`config.mk`:
```
export PLATFORM = sky130hd
export DESIGN_NAME = rgb_to_yuv422_encoder
export DESIGN_NICKNAME = d
export VERILOG_FILES = /design/src/rtl/rgb_to_yuv422_encoder.sv
export SDC_FILE = /design/constraint.sdc
export NUM_CORES = 2
export LEC_CHECK = 0
export ABC_AREA = 1
export BUFFER_PORTS_ARGS = -buffer_cell sky130_fd_sc_hd__clkbuf_2
export CORE_MARGIN = 3
export CORE_UTILIZATION = 40
export DETAILED_ROUTE_END_ITERATION = 10
export GPL_TIMING_DRIVEN = 0
export PLACE_DENSITY_LB_ADDON = 0.15
export SLEW_MARGIN = 10
export SYNTH_ARGS = -nofsm -noshare
export SYNTH_HDL_FRONTEND = slang
export SYNTH_SLANG_ARGS = --single-unit
```
`constraint.sdc`:
```
create_clock -name CLOCK_50_I -period 21.3 [get_ports CLOCK_50_I]
set_clock_uncertainty 0.1 [all_clocks]
set_input_delay 6.39 -clock CLOCK_50_I [delete_from_list [all_inputs] [get_ports CLOCK_50_I]]
set_output_delay 6.39 -clock CLOCK_50_I [all_outputs]
set_load 0.01 [all_outputs]
```
`src/rtl/rgb_to_yuv422_encoder.sv`:
```
// RGB frame to planar YUV 4:2:2 encoder: reads interleaved RGB words from SRAM and writes Y, U, V segments.
// One 4-pixel group per 10-cycle loop through a shared three-multiplier datapath.
module rgb_to_yuv422_encoder #(
  parameter int unsigned Y_BASE   = 0,
  parameter int unsigned U_BASE   = 38400,
  parameter int unsigned V_BASE   = 57600,
  parameter int unsigned RGB_BASE = 146944,
  parameter int unsigned WIDTH    = 320,
  parameter int unsigned HEIGHT   = 240
) (
  input  logic        CLOCK_50_I,
  input  logic        Reset,
  input  logic        start_bit,
  input  logic [15:0] SRAM_read_data,
  output logic [17:0] address,
  output logic [15:0] write_data,
  output logic        write_en_n,
  output logic        encoder_finish
);
  localparam int unsigned ADDR_W    = 18;
  localparam int unsigned RGB_WORDS = 3 * WIDTH * HEIGHT / 2;
  localparam logic [ADDR_W-1:0] RGB_END = ADDR_W'(RGB_BASE + RGB_WORDS);

  typedef enum logic [2:0] {S_IDLE, S_LEAD_IN, S_COMMON, S_LEAD_OUT, S_DONE} state_t;

  state_t             state_q, state_d;
  logic [3:0]         phase_q, phase_d;
  logic [ADDR_W-1:0]  rgb_addr_q, rgb_addr_d, y_addr_q, y_addr_d;
  logic [ADDR_W-1:0]  u_addr_q, u_addr_d, v_addr_q, v_addr_d;
  logic [15:0]        nxt_q [6];
  logic [15:0]        nxt_d [6];
  logic [15:0]        cur_q [6];
  logic [15:0]        cur_d [6];
  logic [7:0]         y_q [4];
  logic [7:0]         y_d [4];
  logic [7:0]         u_q [2];
  logic [7:0]         u_d [2];
  logic [7:0]         v_q [2];
  logic [7:0]         v_d [2];
  logic [ADDR_W-1:0]  address_d;
  logic [15:0]        write_data_d;
  logic               write_en_n_d, encoder_finish_d;
  logic               fetch, calc;

  logic [7:0]         pr [4];
  logic [7:0]         pg [4];
  logic [7:0]         pb [4];
  logic [7:0]         ra [2];
  logic [7:0]         ga [2];
  logic [7:0]         ba [2];
  logic [7:0]         op_r, op_g, op_b;
  logic signed [31:0] k_r, k_g, k_b, k_off;
  logic signed [31:0] prod_r, prod_g, prod_b, acc, acc_sh;
  logic [7:0]         clip_val;

  assign fetch = (state_q == S_LEAD_IN) || (state_q == S_COMMON);
  assign calc  = (state_q == S_COMMON) || (state_q == S_LEAD_OUT);

  // Unpack the current group's six words into pixels and pair averages
  always_comb begin
    for (int p = 0; p < 2; p++) begin
      pr[2*p]   = cur_q[3*p][15:8];
      pg[2*p]   = cur_q[3*p][7:0];
      pb[2*p]   = cur_q[3*p+1][15:8];
      pr[2*p+1] = cur_q[3*p+1][7:0];
      pg[2*p+1] = cur_q[3*p+2][15:8];
      pb[2*p+1] = cur_q[3*p+2][7:0];
      ra[p] = 8'((9'(pr[2*p]) + 9'(pr[2*p+1]) + 9'd1) >> 1);
      ga[p] = 8'((9'(pg[2*p]) + 9'(pg[2*p+1]) + 9'd1) >> 1);
      ba[p] = 8'((9'(pb[2*p]) + 9'(pb[2*p+1]) + 9'd1) >> 1);
    end
  end

  // Phase schedule: 0-3 Y of pixels 0-3, 4-5 U of pairs 0-1, 6-7 V of pairs 0-1
  always_comb begin
    op_r  = pr[phase_q[1:0]];
    op_g  = pg[phase_q[1:0]];
    op_b  = pb[phase_q[1:0]];
    k_r   = 32'sd16843;
    k_g   = 32'sd33030;
    k_b   = 32'sd6423;
    k_off = 32'sd1081344;
    if (phase_q >= 4'd4) begin
      op_r  = ra[phase_q[0]];
      op_g  = ga[phase_q[0]];
      op_b  = ba[phase_q[0]];
      k_off = 32'sd8421376;
      if (phase_q < 4'd6) begin
        k_r = -32'sd9699;
        k_g = -32'sd19071;
        k_b = 32'sd28770;
      end else begin
        k_r = 32'sd28770;
        k_g = -32'sd24117;
        k_b = -32'sd4653;
      end
    end
  end

  assign prod_r   = k_r * $signed({24'd0, op_r});
  assign prod_g   = k_g * $signed({24'd0, op_g});
  assign prod_b   = k_b * $signed({24'd0, op_b});
  assign acc      = prod_r + prod_g + prod_b + k_off;
  assign acc_sh   = acc >>> 16;
  assign clip_val = (acc_sh < 0) ? 8'd0 : (acc_sh > 32'sd255) ? 8'd255 : acc_sh[7:0];

  // Next-state, address sequencing and SRAM access per phase
  always_comb begin
    state_d          = state_q;
    phase_d          = phase_q;
    rgb_addr_d       = rgb_addr_q;
    y_addr_d         = y_addr_q;
    u_addr_d         = u_addr_q;
    v_addr_d         = v_addr_q;
    nxt_d            = nxt_q;
    cur_d            = cur_q;
    y_d              = y_q;
    u_d              = u_q;
    v_d              = v_q;
    address_d        = address;
    write_data_d     = write_data;
    write_en_n_d     = 1'b1;
    encoder_finish_d = 1'b0;
    case (state_q)
      S_IDLE: begin
        phase_d    = '0;
        rgb_addr_d = ADDR_W'(RGB_BASE);
        y_addr_d   = ADDR_W'(Y_BASE);
        u_addr_d   = ADDR_W'(U_BASE);
        v_addr_d   = ADDR_W'(V_BASE);
        if (start_bit) state_d = S_LEAD_IN;
      end
      S_LEAD_IN, S_COMMON, S_LEAD_OUT: begin
        phase_d = (phase_q == 4'd9) ? 4'd0 : phase_q + 4'd1;
        if (fetch && phase_q <= 4'd5) begin
          address_d  = rgb_addr_q;
          rgb_addr_d = rgb_addr_q + ADDR_W'(1);
        end
        // Read data lands three cycles after its address is registered
        if (fetch && phase_q >= 4'd3 && phase_q <= 4'd8)
          nxt_d[3'(phase_q - 4'd3)] = SRAM_read_data;
        if (calc) begin
          case (phase_q)
            4'd0, 4'd1, 4'd2, 4'd3: y_d[phase_q[1:0]] = clip_val;
            4'd4, 4'd5:             u_d[phase_q[0]]   = clip_val;
            4'd6, 4'd7:             v_d[phase_q[0]]   = clip_val;
            default: ;
          endcase
          case (phase_q)
            4'd6: begin
              write_en_n_d = 1'b0;
              address_d    = y_addr_q;
              write_data_d = {y_q[0], y_q[1]};
              y_addr_d     = y_addr_q + ADDR_W'(1);
            end
            4'd7: begin
              write_en_n_d = 1'b0;
              address_d    = y_addr_q;
              write_data_d = {y_q[2], y_q[3]};
              y_addr_d     = y_addr_q + ADDR_W'(1);
            end
            4'd8: begin
              write_en_n_d = 1'b0;
              address_d    = u_addr_q;
              write_data_d = {u_q[0], u_q[1]};
              u_addr_d     = u_addr_q + ADDR_W'(1);
            end
            4'd9: begin
              write_en_n_d = 1'b0;
              address_d    = v_addr_q;
              write_data_d = {v_q[0], v_q[1]};
              v_addr_d     = v_addr_q + ADDR_W'(1);
            end
            default: ;
          endcase
        end
        if (phase_q == 4'd9) begin
          if (fetch) begin
            cur_d   = nxt_q;
            state_d = (rgb_addr_q == RGB_END) ? S_LEAD_OUT : S_COMMON;
          end else begin
            state_d          = S_DONE;
            encoder_finish_d = 1'b1;
          end
        end
      end
      S_DONE: begin
        phase_d = '0;
        state_d = S_IDLE;
      end
      default: state_d = S_IDLE;
    endcase
  end

  always_ff @(posedge CLOCK_50_I or posedge Reset) begin
    if (Reset) begin
      state_q        <= S_IDLE;
      phase_q        <= '0;
      rgb_addr_q     <= '0;
      y_addr_q       <= '0;
      u_addr_q       <= '0;
      v_addr_q       <= '0;
      for (int i = 0; i < 6; i++) begin
        nxt_q[i] <= '0;
        cur_q[i] <= '0;
      end
      for (int i = 0; i < 4; i++) y_q[i] <= '0;
      for (int i = 0; i < 2; i++) begin
        u_q[i] <= '0;
        v_q[i] <= '0;
      end
      address        <= '0;
      write_data     <= '0;
      write_en_n     <= 1'b1;
      encoder_finish <= 1'b0;
    end else begin
      state_q        <= state_d;
      phase_q        <= phase_d;
      rgb_addr_q     <= rgb_addr_d;
      y_addr_q       <= y_addr_d;
      u_addr_q       <= u_addr_d;
      v_addr_q       <= v_addr_d;
      nxt_q          <= nxt_d;
      cur_q          <= cur_d;
      y_q            <= y_d;
      u_q            <= u_d;
      v_q            <= v_d;
      address        <= address_d;
      write_data     <= write_data_d;
      write_en_n     <= write_en_n_d;
      encoder_finish <= encoder_finish_d;
    end
  end
endmodule

```
# After elaboration in Yosys (flattened, before gate mapping)
# Cells that the tools add are included.
# word_totals
reg_bits	371
out_inout_bits	36
wordCells	188
# classes
addsub	21
multipliers	3
order_cmp	13
n_eq_ne	19
muxes	68
n_bitwise	3
reduce_logical	31
# ops
cell	n
2-to-1 mux 8 bit	22
2-to-1 mux 18 bit	9
2-to-1 mux 32 bit	5
case mux 18 bit (2 select lines)	4
bitwise mux 96 bit	1
multiplier 32 x 9 -> 32 bit	3
adder 18 x 1 -> 18 bit (second input constant)	4
adder 32 bit	2
case mux 16 bit (4 select lines)	1
adder 8 x 8 -> 9 bit	6
adder 9 x 1 -> 9 bit (second input constant)	6
case mux 18 bit (3 select lines)	1
binary-select mux 8 bit (select 2 bit)	3
demux 16 bit (select 3 bit)	1
adder 32 x 25 -> 32 bit	1
bitwise mux 16 bit	2
bitwise mux 32 bit	1
2-to-1 mux 24 bit	1
AND reduction 3 bit	8
zero test 18 bit	1
demux 8 bit (select 2 bit)	1
equality test 4 x 3 -> 1 bit (second input constant)	4
> comparator 16 x 9 -> 1 bit (second input constant)	1
less-than comparator 16 x 1 -> 1 bit (second input constant)	1
other kinds (42)	69

# Longest topological paths before layout
# depth
depth_word	14
mapped_depth	51

# Worst setup path after synthesis
# OpenSTA, ideal clock, no wires.
# synth_path
kind	reg-to-reg
startpoint	reg cur_q[48] (netlist name)
endpoint	reg u_q[0] (netlist name)
setup_ps	118
arrival_ps	7988
path_slack_ps	13093
stages_incl_launch_ff	44
n_path_buf	0
path_cell_list	dfrtp_1 > or2_2 > fa_1 > nand2_1 > inv_1 > o21ai_0 > nand2_1 > inv_1 > nor2_1 > inv_1 > nand2_1 > a21oi_1 > nor2_1 > nor2_1 > nand2_1 > o21ai_0 > nand2_1 > inv_1 > (+8 left out) > fa_1 > fa_1 > inv_1 > fa_1 > inv_1 > ha_1 > a21oi_1 > o21ai_0 > a21oi_1 > nor2_1 > a211oi_1 > nand3_1 > nand2_1 > nand3_2 > nor2_8 > nand3_4 > nand3_1 > nand2_1
# synth_between
elab_chain_cells	13
elab_cells_between_ends	17
# synth_lines
element	line	rtl
start: declaration	32	logic [15:0] cur_q [6];
start signal: assignment	224	cur_q <= cur_d;
adder 8 x 8 -> 9 bit	70	ba[p] = 8'((9'(pb[2*p]) + 9'(pb[2*p+1]) + 9'd1) >> 1);
adder 9 x 1 -> 9 bit	70	
2-to-1 mux 8 bit (not written as such) (3 in series)	86	op_b = ba[phase_q[0]];
2-to-1 mux 8 bit (*)	83	if (phase_q >= 4'd4) begin
multiplier 32 x 9 -> 32 bit (*)	102	assign prod_b = k_b * $signed({24'd0, op_b});
adder 32 bit (*)	103	assign acc = prod_r + prod_g + prod_b + k_off;
adder 32 x 25 -> 32 bit (*)	103	
> comparator 16 x 9 -> 1 bit	105	assign clip_val = (acc_sh < 0) ? 8'd0 : (acc_sh > 32'sd255) ? 8'd255 : acc_sh[7:0];
2-to-1 mux 8 bit	105	
2-to-1 mux 8 bit (*)	105	
bitwise mux 16 bit (*)	145	4'd4, 4'd5: u_d[phase_q[0]] = clip_val;
end signal: assignment	226	u_q <= u_d;
end: declaration	36	logic [7:0] u_q [2];
# Every way passes the cells marked *; elsewhere a longest branch is shown, timed or not. The select of a mux whose other input is x is not followed.
# A chain may end at the register's enable or synchronous reset.

# Final worst setup path
# layout_path
startpoint	reg phase_q[0]
endpoint	reg y_q[22] (netlist name)
# layout_between
elab_chain_cells	13
elab_cells_between_ends	54
# layout_lines
element	line	rtl
start: declaration	27	logic [3:0] phase_q, phase_d;
start signal: assignment	218	phase_q <= phase_d;
parallel branches: the longest is 13 deep, another holds multiplier 32 x 9 -> 32 bit	--	
end signal: assignment	225	y_q <= y_d;
end: declaration	34	logic [7:0] y_q [4];
# Parallel ways; which one is timed is not known. The select of a mux whose other input is x is not followed.

==> run metrics <==
routed vias 24611; register area share after synthesis 28.8%; maximum clock path buffer count 3; # fillers 7973; H-Tree Depth 2; Post-synth EDFFs 0; total global-route track usage 23.7%; Post-Synthesis Cells 3692; Synth warnings 0; syn_nets 4306; max-slew violation count 0; final antenna-violating net count 0; Initial DRC Count 1772; post-DR vias/cell 5.06; Worst Path Buf+Inv 8; core region area 0.0794 sq mm; total CTS buffers 38; Final TNS setup 0 ps; fin util 44.2%; top cells by count, synth 814 x inv_1, 644 x nand2_1, 370 x dfrtp_1, 358 x fa_1, 253 x nor2_1; number of diodes 0; share of cells above drive strength 1 7.92%; area grow syn2layout 9.03%; fin crit share 50.2%; Highest Clock Rate 93.5 MHz; Setup CP Type reg -> reg; IO Count 55; post-CTS setup buffers 0; Rel. slew slack 10.4%; FF+latch area 0.00929 sq mm; initial antenna violation count 2; Period minus WS final 10690 ps; status completed; Top Family by Delay on Critical Path adder cells; RePlAce Congestion 0.923; PortBufs 54; crit start category register; # DRC 0; main flop type after synthesis dfrtp_1; setup violators final 0; Die Y 290 um; Synth area leader dfrtp_1; final setup margin 10610 ps; synth top area cells dfrtp_1 29%, fa_1 22%, inv_1 9.5%; clk sink count 371; first-pass GRT wire length 153 mm; worst min path class reg -> reg; number of global-route vias before repair 24739; slowest CP cell a21oi_1; Max Fanout on Critical Path 10; FP Rows 103; mapped cell area 0.0322 sq mm; Hold Buf Count CTS 0; die width 290 um; First-pass DRT Iterations 6; Netlist cell types 63; post-DP HPWL 81.2 mm; worst slack, placed 10610 ps; final wirelength 100 mm; clk slew on worst S/H paths 60 ps; Req. time, crit path 21640 ps; crit end category register; worst-margin pin slew 1340 ps; Max Cap Viol 0; die footprint 0.0840 sq mm; Initial Util 40.6%; Yosys reg bits 371; Hold Vio Cnt, Final 0; Most common cell on crit path fa_1; CTS tree done; most frequent cell after synthesis inv_1; GRT overflow 0; area of the multi-input gates 0.0194 sq mm; post-CTS sizing 0; Max stage delay on crit path 770 ps; share of synthesized registers carrying an async set or reset 100%; post-DR wirelength/cell 20.6 um; Worst EP arrival 11030 ps; Synth top area share 28.7%; Nets 4403; Worst-Skew Late Latency 570 ps; pin count of the biggest net entering global routing 105; clk root buf clkbuf_16; RSZ-0062 raised after global routing false; Post-Syn Area per Cell 8.73 sq um
## flip-flops by register name (all words and copies together), names as in the netlist, 16 cells and up
name,count
write_data,16
v_addr_q,18
u_addr_q,18
y_addr_q,18
cur_q,96
y_q,32
u_q,16
rgb_addr_q,18
nxt_q,96
address,18
v_q,16
## worst reg2reg max path: cells and delay by family, from the launching register on
kind,cells,cell delay (ps)
simple gates,11,2220
fa+ha+maj,8,3910
buf+inv,8,1960
flops,1,510
compound gates,6,1890
## stage by stage
| stage | instance area (sq um) | hold slack (ps) | instances |
|---|---|---|---|
| CTS | 35100 | 368 | 4864 |
| global placement | 33800 | 355 | 4796 |
| detailed placement | 33900 | 360 | 4799 |
| floorplan | 32200 | 334 | 3692 |
| finish | 35100 | 368 | 4864 |
| global route | 35100 | 390 | 4864 |
## cell usage in the layout (no fill, tap or decap), types with 22 or more instances in the layout
master,n
a211oi_1,22
a21oi_1,142
clkbuf_1,80
clkbuf_16,39
clkbuf_2,54
dfrtp_1,370
fa_1,358
ha_1,237
inv_1,813
mux2_2,90
nand2_1,644
nand3_1,136
nand4_1,26
nor2_1,253
nor3_1,79
o21ai_0,161
o21ai_1,44
o22ai_1,22
## final timing paths
kind | start | to | slack, ps | cells past startpoint
worst max-delay path | phase_q[0] | y_q[22] | 10610 | 33
worst min-delay path | v_addr_q[5] | v_addr_q[5] | 370 | 1
worst max register to register | phase_q[0] | y_q[22] | 10610 | 33
worst min register to register | v_addr_q[5] | v_addr_q[5] | 370 | 1
max in group asynchronous | Reset | address[2] | 14250 | 3
min in group asynchronous | Reset | cur_q[42] | 5840 | 2
## layer usage
layer	track usage, %	up-vias	part of all wire, %
li1	-	11750	-
met5	0	-	0
met1	33.3	12060	45
met2	37.8	663	46
met4	6.81	0	3.2
met3	3.98	138	6.0
## cells by family (layout without fill, tap and decap cells)
logic type	count (synthesis)	in the layout	share of synthesized area (%)
AO/OA/AOI/OAI	467	467	8.33
XOR/XNOR	12	12	0.326
adder cells (fa/ha/maj)	595	595	31.4
buffers and inverters	930	1052	11.0
flip-flops	371	371	28.8
multiplexers	90	90	3.15
AND/OR/NAND/NOR	1227	1227	16.9
## area by class of cell
type / instances / share of cell area (%)
clock inverters: 11 / 0.392
inverters: 830 / 8.90
well taps: 1050 / 3.74
flip-flops and latches: 371 / 26.4
clock buffers: 54 / 3.11
plain buffers: 100 / 1.26
repair buffers: 57 / 1.00
multi-input cells: 2391 / 55.2
Power is not shown: default switching activity piles up to over one toggle a cycle in this logic, so the estimate is an artifact.
